--- src/rtl/imm_ext_pipe.sv ---
// Immediate-extension stage for the pipelined MIPS datapath: extends a raw
// immediate in sign/zero/upper/branch mode and buffers it behind a 2-entry skid.
module imm_ext_pipe #(
    parameter int IN_W  = 16,
    parameter int OUT_W = 32
) (
    input  logic             clk_i,
    input  logic             rst_i,
    input  logic             flush_i,
    input  logic             in_valid_i,
    output logic             in_ready_o,
    input  logic [1:0]       mode_i,
    input  logic [IN_W-1:0]  data_i,
    output logic             out_valid_o,
    input  logic             out_ready_i,
    output logic [OUT_W-1:0] data_o
);

    generate
        if (OUT_W < IN_W + 2) begin : g_bad_width
            $error("imm_ext_pipe: OUT_W must be at least IN_W+2");
        end
    endgenerate

    typedef enum logic [1:0] {
        ST_EMPTY = 2'd0,
        ST_ONE   = 2'd1,
        ST_FULL  = 2'd2
    } state_t;

    function automatic logic [OUT_W-1:0] extend(input logic [1:0] mode,
                                                input logic [IN_W-1:0] imm);
        logic signed [IN_W-1:0]  imm_s;
        logic signed [OUT_W-1:0] sext;
        imm_s = imm;
        sext  = OUT_W'(imm_s);
        case (mode)
            2'b00:   extend = sext;
            2'b01:   extend = {{(OUT_W-IN_W){1'b0}}, imm};
            2'b10:   extend = {imm, {(OUT_W-IN_W){1'b0}}};
            default: extend = {sext[OUT_W-3:0], 2'b00};
        endcase
    endfunction

    state_t           r_state;
    state_t           w_state_nxt;
    logic [OUT_W-1:0] r_main_p1;
    logic [OUT_W-1:0] r_skid_p1;
    logic [OUT_W-1:0] w_ext_p0;
    logic             w_accept;
    logic             w_pop;
    logic             w_load_main;
    logic             w_main_from_skid;
    logic             w_load_skid;

    // Stage p0: combinational extension at the input
    assign w_ext_p0 = extend(mode_i, data_i);

    // Ready and valid decode only the registered state, so no input reaches them.
    assign in_ready_o  = (r_state != ST_FULL);
    assign out_valid_o = (r_state != ST_EMPTY);
    assign data_o      = r_main_p1;

    assign w_accept = in_valid_i & in_ready_o;
    assign w_pop    = out_valid_o & out_ready_i;

    always_ff @(posedge clk_i or posedge rst_i) begin
        if (rst_i) begin
            r_state <= ST_EMPTY;
        end else begin
            r_state <= w_state_nxt;
        end
    end

    always_comb begin
        w_state_nxt      = r_state;
        w_load_main      = 1'b0;
        w_main_from_skid = 1'b0;
        w_load_skid      = 1'b0;
        if (flush_i) begin
            // Flush wins over accept and pop; data registers simply hold.
            w_state_nxt = ST_EMPTY;
        end else begin
            case (r_state)
                ST_EMPTY: begin
                    if (w_accept) begin
                        w_state_nxt = ST_ONE;
                        w_load_main = 1'b1;
                    end
                end
                ST_ONE: begin
                    if (w_accept && !w_pop) begin
                        w_state_nxt = ST_FULL;
                        w_load_skid = 1'b1;
                    end else if (w_pop && !w_accept) begin
                        w_state_nxt = ST_EMPTY;
                    end else if (w_accept && w_pop) begin
                        w_load_main = 1'b1;
                    end
                end
                ST_FULL: begin
                    if (w_pop) begin
                        w_state_nxt      = ST_ONE;
                        w_load_main      = 1'b1;
                        w_main_from_skid = 1'b1;
                    end
                end
                default: w_state_nxt = ST_EMPTY;
            endcase
        end
    end

    // Stage p1: main (output) and skid registers
    always_ff @(posedge clk_i or posedge rst_i) begin
        if (rst_i) begin
            r_main_p1 <= '0;
            r_skid_p1 <= '0;
        end else begin
            if (w_load_main) begin
                r_main_p1 <= w_main_from_skid ? r_skid_p1 : w_ext_p0;
            end
            if (w_load_skid) begin
                r_skid_p1 <= w_ext_p0;
            end
        end
    end

endmodule

--- config.mk ---
export PLATFORM = sky130hd
export DESIGN_NAME = imm_ext_pipe
export DESIGN_NICKNAME = d
export VERILOG_FILES = /design/src/rtl/imm_ext_pipe.sv
export SDC_FILE = /design/constraint.sdc
export NUM_CORES = 1
export LEC_CHECK = 0
export CAP_MARGIN = 10
export CELL_PAD_IN_SITES_DETAIL_PLACEMENT = 0
export CELL_PAD_IN_SITES_GLOBAL_PLACEMENT = 2
export CORE_UTILIZATION = 35
export DETAILED_ROUTE_END_ITERATION = 12
export PLACE_DENSITY_LB_ADDON = 0.08
export SKIP_CTS_REPAIR_TIMING = 1
export SKIP_LAST_GASP = 1
export SYNTH_ARGS = -nofsm -noshare
export SYNTH_HDL_FRONTEND = slang
export SYNTH_SLANG_ARGS = --single-unit
--- constraint.sdc ---
create_clock -name clk_i -period 4 [get_ports clk_i]
set_input_delay 1 -clock clk_i [delete_from_list [all_inputs] [get_ports clk_i]]
set_output_delay 1 -clock clk_i [all_outputs]
set_load 0.02 [all_outputs]
==> flow_summary.toml, run 1 <==
[timing]
period_share_pct = 66.1
final-setup-viol-count = 0
worst_slack_ps = 1360
rsz0062_at_grt = "no"
fin_skew_ps = 7.03
slew_viol_final = 0
fin_crit_ps = 2640
finalHoldViolCount = 0
slew_headroom_pct = 49.9
tightest_slew_ps = 751
setup-tns-final_ps = 0
max_freq_mhz = 378

[synthesis]
synth_cell_types = 29
synth_edf_count = 0
synth_most_common_cell = "dfrtp_1"
synth_top_area_cell = "dfrtp_1"
synthTopCellsByArea = "dfrtp_1 (50%), o21ai_0 (7.6%), nand2_1 (7.4%)"
avgSynthCellArea_um2 = 9.38
synthCells = 351
ys.flop_type = "dfrtp_1"
synth_commonest_cells = "dfrtp_1 (66), nand2_1 (65), o21ai_0 (50)"
ys_ff_latch = 66
synth_top_family_by_area = "compound AO/OA/AOI/OAI gates"
synth.yosys.seq_area_share_pct = 50.2
synth_mux_area_share_pct = 10.7
synth_warnings = 0
synthAdderAreaFrac_pct = 0
synthesis.area_um2 = 3290
synthSimpleGateAreaFrac_pct = 15.1
async_reset_ff_share_pct = 100
synth-compound-area-share_pct = 18.0
synth_top_cell_area_share_pct = 50.2
synth-xor-area-share_pct = 0
synth_fp_nets = 374

[clock_network]
htree_levels = 3
cts_buffers = 9
cts.path.max_buffers = 2
cts_root_buf = "clkbuf_8"
cts.sinks = 66
cts_tree = "yes"
path_clk_slew_ps = 70
clk_latency_ps = 340

[global_route]
grt.total_usage_pct = 17.6
grt_pass1_vias = 2526
grt_antenna_before_repair = 0
grt_max_degree = 38
grt_pass1_wl_um = 13100
overflow = 0

[die]
die_area_um2 = 9800
fp.dieH_um = 99
core_um2 = 9200
die_x_um = 99
rows = 35
initial_core_util_pct = 35.8
pin_count = 57

[final_layout]
area_growth_pct = 25.4
antenna_cells = 0
final_util_pct = 44.9
num-nets-final = 424
drive_above_1_share_pct = 13.8

[setup_path]
endpoint = "data_o[4]"
required_ps = 4280
critical_path_class = "primary input to flip-flop"
r2r_start = "r_state[1]"
worstRegToRegCells = 5
cp_max_fo = 20
r2r_slack_ps = 2090
end_kind = "flip-flop"
startpoint = "mode_i[0]"
slowest_stage = "and2_0"
r2r-end = "data_o[3]"
worstPathCellList = "clkdlybuf4s50_1 -> buf_4 -> and2_0 -> a21oi_1 -> o21ai_0 -> mux2_2"
cp_slowest_stage_delay_ps = 630
critPathArrivalTime_ps = 2920
cp-start-kind = "primary input"

[power_and_ir_drop]
leakage_nw = 1.84
p_per_area_nw_per_um2 = 458
vdd_drop_max_mv = 0.176

[routing]
vias = 2512
via_per_inst = 4.87
drtPass1Iterations = 4
drtIter0Drc = 97
drtAntennaViolNets = 0
detail_route.wl_per_cell_um = 15.1
postRouteWirelength_um = 7790
drc_errors = 0

[placed_design]
hpwlAfterDp_um = 5470
dpl_worst_slack_ps = 1010
gp_congestion = 0.746
port_buffers = 56

[hold_path]
hold_class = "flip-flop to flip-flop"

[run]
max-cap-violations = 0

[run_status]
status = "complete, no violations"
[layout make-up]
| class | count | area, um2 |
|---|---|---|
| inverter | 16 | 60.1 |
| fill | 917 | 5070 |
| clock inverter | 3 | 15.0 |
| tap | 111 | 139 |
| timing repair buffer | 65 | 653 |
| clock buffer | 12 | 155 |
| multi-input combinational | 243 | 1460 |
| sequential | 66 | 1650 |
[per-stage QoR]
step	cell area, um2	instances	total power, mW	hold slack, ps
6_report	4130	516	1.89	479
5_1_grt	4130	516	2.01	516
4_1_cts	4130	516	1.92	484
3_5_place_dp	3960	501	1.41	467
3_3_place_gp	3960	501	1.40	461
2_1_floorplan	3290	351	1.18	450
[placed cells by master (no fill, tap or decap), types with 7 or more instances in the layout]
cell type,count
mux2i_1,15
a21oi_1,29
nor2b_1,15
clkdlybuf4s50_1,56
mux2_2,18
dfrtp_1,66
o21ai_0,50
nor2_1,18
o22ai_2,10
nand2_1,65
inv_1,15
buf_4,7
clkbuf_8,11
[logic make-up (layout without fill, tap and decap cells)]
logic type	after synthesis	after routing
buf+inv	42	96
mux	33	33
simple gates	111	111
flops	66	66
compound gates	99	99
[report_power, final]
group	switching [mW]	leakage [nW]	internal [mW]
combinational	0.254	0.904	0.249
clock	0.251	0.0920	0.253
sequential	0.0744	0.844	0.810
total	0.580	1.84	1.31
[per-layer routing]
metal	track usage (%)	wire [um]	up-vias
li1	-	-	1274
met1	23.7	3930	1184
met2	27.5	3470	43
met3	3.55	246	11
met4	7.58	136	0
met5	0	0	-
[sequential cells by signal, summed over array words and instances, names as in the netlist]
name       flops
data_o        32
r_skid_p1     32
r_state        2
[worst min-delay path by stage]
stage / startpoint / end / slack, ps / depth (start not counted)
4_1_cts: r_skid_p1[16] / r_skid_p1[16] / 480 / 1
3_5_place_dp: r_skid_p1[16] / r_skid_p1[16] / 470 / 1
2_1_floorplan: r_skid_p1[16] / r_skid_p1[16] / 450 / 1
3_3_place_gp: r_skid_p1[8] / r_skid_p1[8] / 460 / 2
5_1_grt: r_skid_p1[12] / r_skid_p1[12] / 520 / 2
6_report: r_skid_p1[12] / r_skid_p1[12] / 480 / 2
[critical path, delay by kind of cell]
| family | cells | cell delay, ps |
|---|---|---|
| AO/OA/AOI/OAI | 2 | 410 |
| multiplexers | 1 | 180 |
| AND/OR/NAND/NOR | 1 | 630 |
| buffers and inverters | 2 | 700 |
Power figures use the tool's default switching activity.
==> inputs of run 2 (changes only) <==
--- a/config.mk
+++ b/config.mk
@@ -8,7 +8,7 @@
 export CAP_MARGIN = 10
 export CELL_PAD_IN_SITES_DETAIL_PLACEMENT = 0
 export CELL_PAD_IN_SITES_GLOBAL_PLACEMENT = 2
-export CORE_UTILIZATION = 35
+export CORE_UTILIZATION = 32
 export DETAILED_ROUTE_END_ITERATION = 12
 export PLACE_DENSITY_LB_ADDON = 0.08
 export SKIP_CTS_REPAIR_TIMING = 1
==> constraint.sdc (replaced) <==
create_clock -name clk_i -period 2.5 [get_ports clk_i]
set_input_delay 0.625 -clock clk_i [delete_from_list [all_inputs] [get_ports clk_i]]
set_output_delay 0.625 -clock clk_i [all_outputs]
set_load 0.02 [all_outputs]
==> flow_summary.toml, run 2 (synthesis results as in run 1) <==
[power_and_ir_drop]
leakage_nw = 1.89
vdd_drop_max_mv = 0.313
p_per_area_nw_per_um2 = 756

[timing]
period_share_pct = 90.3
rsz0062_at_grt = "no"
setup-tns-final_ps = 0
tightest_slew_ps = 557
slew_viol_final = 0
finalHoldViolCount = 0
max_freq_mhz = 443
final-setup-viol-count = 0
fin_crit_ps = 2260
worst_slack_ps = 243
slew_headroom_pct = 62.9
fin_skew_ps = 6.44

[clock_network]
htree_levels = 3
cts_buffers = 9
cts_root_buf = "clkbuf_8"
cts.sinks = 66
cts_tree = "yes"
path_clk_slew_ps = 70
cts.path.max_buffers = 2
clk_latency_ps = 340

[setup_path]
required_ps = 1880
critical_path_class = "flip-flop to output port"
critPathArrivalTime_ps = 1630
worstPathCellList = "or2_2 -> clkdlybuf4s50_1"
end_kind = "output port"
cp-start-kind = "flip-flop"
slowest_stage = "clkdlybuf4s50_1"
cp_slowest_stage_delay_ps = 540
cp_max_fo = 7

[routing]
vias = 2557
postRouteWirelength_um = 8070
drtAntennaViolNets = 0
detail_route.wl_per_cell_um = 14.9
drtPass1Iterations = 4
drc_errors = 0
drtIter0Drc = 61
via_per_inst = 4.72

[final_layout]
multi_input_area_um2 = 1460
seqCellArea_um2 = 1650
layout_common_cells = "dfrtp_1 (66), nand2_1 (65), clkdlybuf4s50_1 (56), o21ai_0 (50), a21oi_1 (29)"
num-nets-final = 427
antenna_cells = 0
area_growth_pct = 29.9
fillers = 981
drive_above_1_share_pct = 14.7
layout.cells.most_common = "dfrtp_1"
stdcell_area_um2 = 4280

[global_route]
overflow = 0
grt_antenna_before_repair = 0
grt.total_usage_pct = 16.6
grt_pass1_wl_um = 13200
grt_pass1_vias = 2526
grt_max_degree = 67

[die]
initial_core_util_pct = 33.4
pin_count = 57
core_um2 = 9860
die_x_um = 103
rows = 36
die_area_um2 = 10700
fp.dieH_um = 103

[placed_design]
gp_congestion = 0.747
hpwlAfterDp_um = 5540
place_area_um2 = 4060
port_buffers = 56
dpl_worst_slack_ps = 54.5

[run_status]
status = "complete, no violations"

[hold_path]
hold_class = "flip-flop to flip-flop"

[run]
max-cap-violations = 0
==> run 2: final timing paths <==
| check | start | endpoint | slack (ps) | cells after the start |
|---|---|---|---|---|
| min reg2reg | r_skid_p1[5] | r_skid_p1[5] | 480 | 2 |
| min in group asynchronous | rst_i | r_skid_p1[3] | 700 | 3 |
| max reg2reg | r_state[0] | data_o[28] | 830 | 5 |
| max in group asynchronous | rst_i | r_skid_p1[31] | 1530 | 3 |
| min | r_skid_p1[5] | r_skid_p1[5] | 480 | 2 |
| max | r_state[0] | out_valid_o | 240 | 2 |
==> run 2: through the flow <==
stage               utilization (%)  hold slack, ps  std cells  total power, mW
finish                         43.4             480        542             3.24
global route                   43.4             495        542             3.44
CTS                            43.4             487        542             3.30
detailed placement             41.2             468        526             2.27
global placement               41.2             460        526             2.25
floorplan                         -             450        351             1.88
==> run 2: cell type report <==
| cell class | count | share of cell area (%) |
|---|---|---|
| well taps | 133 | 3.89 |
| flip-flops and latches | 66 | 38.6 |
| multi-input cells | 243 | 34.0 |
| clock buffers | 11 | 3.30 |
| clock inverters | 5 | 1.81 |
| inverters | 16 | 1.40 |
| repair buffers | 68 | 17.0 |
==> run 2: worst max-delay path, delay by kind of cell, from the launching register on <==
family                 cells  cell delay, ps
buffers and inverters      1             540
DFF                        1             440
and+or+nand+nor            1             310
==> run 2: power breakdown <==
part | internal (mW) | switching [mW] | total (mW)
combinational | 0.407 | 0.408 | 0.815
sequential | 1.30 | 0.123 | 1.42
clock | 0.586 | 0.416 | 1.00
==> run 2: metal layers <==
layer  wire length, um  up-vias  track usage (%)
li1                  -     1281                -
met1              3990     1215             22.5
met2              3730       50             26.0
met3               258       11             3.43
met4                99        0             6.18
met5                 0        -                0
